===== src/rtl/fetch_sequencer_if.sv =====
// fetch_sequencer_if: groups the control, instruction-memory and decode handshake signals of the fetch sequencer.
//    start/redirect_valid/redirect_addr  control into the sequencer
//    imem_addr/imem_instr                instruction memory address out, read data back (1-cycle latency)
//    instr_valid/instr_ready             valid/ready handshake towards decode
//    instr_data/instr_pc                 head instruction and its PC
//    busy/halted                         fetch status
interface fetch_sequencer_if #(
   parameter int ADDR_W  = 8,
   parameter int INSTR_W = 8
);
   logic               start;
   logic               redirect_valid;
   logic [ADDR_W-1:0]  redirect_addr;
   logic [ADDR_W-1:0]  imem_addr;
   logic [INSTR_W-1:0] imem_instr;
   logic               instr_valid;
   logic               instr_ready;
   logic [INSTR_W-1:0] instr_data;
   logic [ADDR_W-1:0]  instr_pc;
   logic               busy;
   logic               halted;
   modport master (
      input  start, redirect_valid, redirect_addr, imem_instr, instr_ready,
      output imem_addr, instr_valid, instr_data, instr_pc, busy, halted
   );
   modport slave (
      output start, redirect_valid, redirect_addr, imem_instr, instr_ready,
      input  imem_addr, instr_valid, instr_data, instr_pc, busy, halted
   );
endinterface


===== src/rtl/fetch_sequencer.sv =====
// fetch_sequencer: owns the PC, fetches one instruction per cycle from a registered memory and hands PC-tagged instructions to decode.
//    clk    system clock, all state on posedge
//    reset  synchronous, active-low
//    bus    fetch_sequencer_if.master (memory port, decode handshake, start/redirect, status)
module fetch_sequencer #(
   parameter int                ADDR_W     = 8,
   parameter int                INSTR_W    = 8,
   parameter int                DEPTH      = 2,
   parameter logic [ADDR_W-1:0] START_ADDR = 8'h00,
   parameter logic [INSTR_W-1:0] HALT_OP   = 8'hFF
) (
   input logic               clk,
   input logic               reset,
   fetch_sequencer_if.master bus
);
   localparam int CW = $clog2(DEPTH + 2) + 1;
   localparam int PW = DEPTH > 1 ? $clog2(DEPTH) : 1;
   typedef enum logic [1:0] {IDLE, FETCH, HALT} state_t;
   state_t             state_q, state_d;
   logic [ADDR_W-1:0]  pc_q, pc_d, inflight_pc;
   logic               inflight_q;
   logic [INSTR_W-1:0] fifo_d [DEPTH];
   logic [ADDR_W-1:0]  fifo_p [DEPTH];
   logic [PW-1:0]      rd_q, wr_q, rd_n, wr_n;
   logic [CW-1:0]      count_q, occ;
   logic               valid, pop, halt_accept, flush, issue, push, fetching, starting;
   always_comb begin
      fetching    = state_q == FETCH;
      starting    = !fetching && bus.start;
      valid       = count_q != '0;
      pop         = valid && bus.instr_ready;
      halt_accept = fetching && pop && fifo_d[rd_q] == HALT_OP;
      flush       = fetching && (bus.redirect_valid || halt_accept);
      // credit: every in-flight return must already own a free FIFO slot
      occ         = count_q + CW'(inflight_q) - CW'(pop);
      issue       = fetching && !bus.redirect_valid && !halt_accept && occ < CW'(DEPTH);
      push        = inflight_q && !flush;
      rd_n        = rd_q == PW'(DEPTH - 1) ? '0 : rd_q + 1'b1;
      wr_n        = wr_q == PW'(DEPTH - 1) ? '0 : wr_q + 1'b1;
      state_d     = starting ? FETCH : halt_accept ? HALT : state_q;
      // halt beats redirect, so pc holds when both land together
      pc_d        = starting ? START_ADDR :
                    halt_accept ? pc_q :
                    fetching && bus.redirect_valid ? bus.redirect_addr :
                    issue ? pc_q + 1'b1 : pc_q;
   end
   always_ff @(posedge clk) begin
      if (!reset) begin
         state_q     <= IDLE;
         pc_q        <= START_ADDR;
         inflight_q  <= 1'b0;
         inflight_pc <= '0;
         count_q     <= '0;
         rd_q        <= '0;
         wr_q        <= '0;
      end else begin
         state_q    <= state_d;
         pc_q       <= pc_d;
         inflight_q <= issue;
         if (issue) inflight_pc <= pc_q;
         if (push) begin
            fifo_d[wr_q] <= bus.imem_instr;
            fifo_p[wr_q] <= inflight_pc;
         end
         if (flush) begin
            count_q <= '0;
            rd_q    <= '0;
            wr_q    <= '0;
         end else begin
            count_q <= count_q + CW'(push) - CW'(pop);
            if (push) wr_q <= wr_n;
            if (pop) rd_q <= rd_n;
         end
      end
   end
   assign bus.imem_addr   = pc_q;
   assign bus.instr_valid = valid;
   assign bus.instr_data  = valid ? fifo_d[rd_q] : '0;
   assign bus.instr_pc    = valid ? fifo_p[rd_q] : '0;
   assign bus.busy        = fetching;
   assign bus.halted      = state_q == HALT;
endmodule


===== src/flat_wrapper.sv =====
// flat-port wrapper written by rule: the top's interface ports become plain ports
module fetch_sequencer_flat 
#(
   parameter int                ADDR_W     = 8,
   parameter int                INSTR_W    = 8,
   parameter int                DEPTH      = 2,
   parameter logic [ADDR_W-1:0] START_ADDR = 8'h00,
   parameter logic [INSTR_W-1:0] HALT_OP   = 8'hFF
)
  (clk, reset, bus_start, bus_redirect_valid, bus_redirect_addr, bus_imem_instr, bus_instr_ready, bus_imem_addr, bus_instr_valid, bus_instr_data, bus_instr_pc, bus_busy, bus_halted);
  fetch_sequencer_if #(.ADDR_W(ADDR_W), .INSTR_W(INSTR_W)) bus_i ();
  input logic clk;
  input logic reset;
  input wire logic [$bits(bus_i.start)-1:0] bus_start;
  input wire logic [$bits(bus_i.redirect_valid)-1:0] bus_redirect_valid;
  input wire logic [$bits(bus_i.redirect_addr)-1:0] bus_redirect_addr;
  input wire logic [$bits(bus_i.imem_instr)-1:0] bus_imem_instr;
  input wire logic [$bits(bus_i.instr_ready)-1:0] bus_instr_ready;
  output wire logic [$bits(bus_i.imem_addr)-1:0] bus_imem_addr;
  output wire logic [$bits(bus_i.instr_valid)-1:0] bus_instr_valid;
  output wire logic [$bits(bus_i.instr_data)-1:0] bus_instr_data;
  output wire logic [$bits(bus_i.instr_pc)-1:0] bus_instr_pc;
  output wire logic [$bits(bus_i.busy)-1:0] bus_busy;
  output wire logic [$bits(bus_i.halted)-1:0] bus_halted;
  assign bus_i.start = bus_start;
  assign bus_i.redirect_valid = bus_redirect_valid;
  assign bus_i.redirect_addr = bus_redirect_addr;
  assign bus_i.imem_instr = bus_imem_instr;
  assign bus_i.instr_ready = bus_instr_ready;
  assign bus_imem_addr = bus_i.imem_addr;
  assign bus_instr_valid = bus_i.instr_valid;
  assign bus_instr_data = bus_i.instr_data;
  assign bus_instr_pc = bus_i.instr_pc;
  assign bus_busy = bus_i.busy;
  assign bus_halted = bus_i.halted;
  fetch_sequencer #(.ADDR_W(ADDR_W), .INSTR_W(INSTR_W), .DEPTH(DEPTH), .START_ADDR(START_ADDR), .HALT_OP(HALT_OP)) u_core (.clk(clk), .reset(reset), .bus(bus_i));
endmodule

===== config.mk =====
export PLATFORM = sky130hd
export DESIGN_NAME = fetch_sequencer_flat
export DESIGN_NICKNAME = d
export VERILOG_FILES = /design/src/rtl/fetch_sequencer_if.sv /design/src/rtl/fetch_sequencer.sv /design/src/flat_wrapper.sv
export SDC_FILE = /design/constraint.sdc
export NUM_CORES = 1
export LEC_CHECK = 0
export BUFFER_PORTS_ARGS = -buffer_cell sky130_fd_sc_hd__buf_2
export CAP_MARGIN = 20
export CORE_UTILIZATION = 55
export CTS_BUF_LIST = sky130_fd_sc_hd__clkbuf_16
export CTS_CLUSTER_SIZE = 16
export DETAILED_ROUTE_END_ITERATION = 10
export PLACE_DENSITY = 0.86
export SLEW_MARGIN = 15
export SYNTH_ARGS = -nofsm -noshare
export SYNTH_HDL_FRONTEND = slang
export SYNTH_SLANG_ARGS = --single-unit

===== constraint.sdc =====
create_clock -name clk -period 3.4 [get_ports clk]
set_clock_uncertainty 0.2 [all_clocks]
set_input_delay 0.51 -clock clk [delete_from_list [all_inputs] [get_ports clk]]
set_output_delay 0.51 -clock clk [all_outputs]
set_load 0.02 [all_outputs]

==> run metrics <==
outcome=finished, final reports clean; Post-CTS Setup Bufs=0; asr flop ratio synth=0%; drt pass-1 iters=4; TritonCTS buffer count=9; period utilization=between 80% and 90%; Ys Warns=0; worst min path class=in -> reg; sequential fraction of the synthesis area=56.8%; layout cells sized above 1=about a quarter; launch point of the worst path=u_core.count_q[1]; GRT Util Overall=between 20% and 30%; Final Critical Period=just over 3000 ps; H-tree depth=3; worst endpoint required time=around 3500 ps; r2r startpoint=u_core.count_q[1]; Ant. Diodes=0; CTS tree=built; Final setup viols=0; area leader, netlist=edfxtp_1; Post-Syn Area per Cell=11.3 sq um; Peak VDD IR=between 0.0004 and 0.0005 V; CP Data Arrival Time=a little over 3000 ps; Post-Place Cell Area=about 2900 sq um; Hold Vio Cnt, Final=0; CTS Hold Buffers Added=0; pwr/cell area=~810 nW/um^2; Synth top area share=37.3%; antenna viol nets, final=0; maximum capacitance violations=0; Mapped Area=around 2600 sq um; Synth Register Bits=between 50 and 60; routed len/inst=approximately 14 microns; Placed Cells=around 330; PortBufs=47; row count=24; first-pass GRT wire length=roughly 8 mm; RR Endpoint=u_core.bus.imem_addr[0]; RSZ-0062 raised after global routing=false; Final Core Density=between 70% and 80%; Die X=70.4 microns; Core ar.=approximately 4400 sq um; Root Driver=clkbuf_16; Synth Instances=between 200 and 250; Initial Utilization=~58%; gr ovfl total=0; num ports=48; Reg2Reg Depth=11; die area=around 5000 sq um; Final nets=between 300 and 400; Max-slew headroom=between 50% and 60%; post-layout instance count excluding filler cells=342; Worst setup endpoint=u_core.bus.imem_addr[0]; most frequent cell after synthesis=edfxtp_1; most frequent cells after synthesis=edfxtp_1, nand2_1, nor2_1; Clock Path Buffers=2; critical path launch point type=register; final wirelength=~4.8 mm; Fin Setup TNS=0 ps; largest net degree at the start of global routing=22; Die Span Y=between 70 and 80 microns; peak fanout along the critical path=5; vias in the first global route=approximately 1.7k; Slew @ Worst Pin=between 600 and 700 ps; R2R setup slack=approximately 360 ps; commonest register cell after synthesis=edfxtp_1; clock latency on the worst-skew pair=320 ps; Lkg Pwr=approximately 0.0013 uW; Setup crit end kind=register; Yosys cell types=41; top cells by area, synth=edfxtp_1, dfxtp_1, mux2i_1; post-cts resize count=0; Iteration-0 DRC Markers=between 90 and 100; fmax=about 0.33 GHz; placed wire-length estimate=3.34 mm; Vias/cell=~5.2; Placer Congestion=between 0.7 and 0.8; antenna violations before repair=0; Final Max Slew Viols=0; via total after detailed routing=between 1.5k and 2k; Worst Hold Depth=1; finished layout cell area=between 3000 and 4000 sq um; Reg clk slew, reported paths=about 50 ps; Hold Path Origin=bus_imem_instr[1]; Sink Count=57; Post-synth EDFFs=32; Layout Area Growth over Synthesis=24.4%; syn_nets=~260; DRC viols=0; crit path kind=reg -> reg
==> where the power goes <==
group	internal, uW	total [uW]	switching, uW	leakage, uW
logic	332	817	485	0.000629
clock network	631	919	288	0.000150
registers	776	848	72.0	0.000495
total	1740	2580	845	0.00127
==> cell type report <==
class,instances,area [sq um]
inverters,8,30.0
flip-flops and latches,57,1460
fillers,303,1210
well taps,52,65.1
repair buffers,52,273
clock inverters,7,85.1
multi-input cells,157,1060
clock buffers,9,225
==> registers in the layout, indices dropped and copies added (netlist names), named ones only <==
name                  flops
u_core.count_q            3
u_core.bus.imem_addr      8
u_core.wr_q               1
u_core.inflight_pc        8
u_core.rd_q               1
u_core.inflight_q         1
u_core.fifo_d            16
u_core.fifo_p            16
u_core.state_q            2
==> layout by cell type (no fill, tap or decap), drive strengths merged, types with 5 or more instances in the layout <==
cell type  synthesis  routed
a21oi              6       6
buf                2      52
clkbuf             4       9
dfxtp             25      25
edfxtp            32      32
inv                8       8
mux2i             26      26
nand2             30      30
nand2b             7       7
nand3             10      10
nor2              29      29
o21ai              5       5
xnor2              6       6
==> worst min-delay path by stage <==
stage                          end  slack, ps
3_5_place_dp   u_core.fifo_p[0][0]        240
4_1_cts        u_core.fifo_d[0][1]        180
6_report       u_core.fifo_d[0][1]        180
5_1_grt        u_core.fifo_d[0][5]        180
2_1_floorplan  u_core.fifo_p[0][0]        230
3_3_place_gp   u_core.fifo_p[0][3]        240
==> metrics by stage <==
step	total power, uW	hold WS, ps	setup WS (ps)
global placement	1660	236	476
global route	2730	179	151
finish	2580	183	362
detailed placement	1670	238	386
CTS	2600	175	346
floorplan	1440	225	218
==> layer usage <==
layer / vias up / track usage, % / part of all wire [%]
met1: 796 / 26.5 / 44
li1: 922 / - / -
met2: 62 / 36.0 / 48
met5: - / 0 / 0
met4: 0 / 11.6 / 2.0
met3: 7 / 6.35 / 5.8
==> critical path: stages (launching register included) <==
cell      delay (ps)
dfxtp_1          410
nor3_4           190
inv_2             50
and2_1           190
ha_1             280
nand2b_1         150
fa_1             370
xnor3_1          200
and3_1           210
a21oi_1          100
or4_1            490
a21oi_1          130
==> cell families after synthesis <==
logic type	synth area share (%)
XOR/XNOR	3.60
multiplexers	10.1
adder cells (fa/ha/maj)	3.50
buffers and inverters	2.19
AO/OA/AOI/OAI	7.54
AND/OR/NAND/NOR	16.3
flip-flops	56.8
Note: power is estimated with default switching activity, not from simulation.
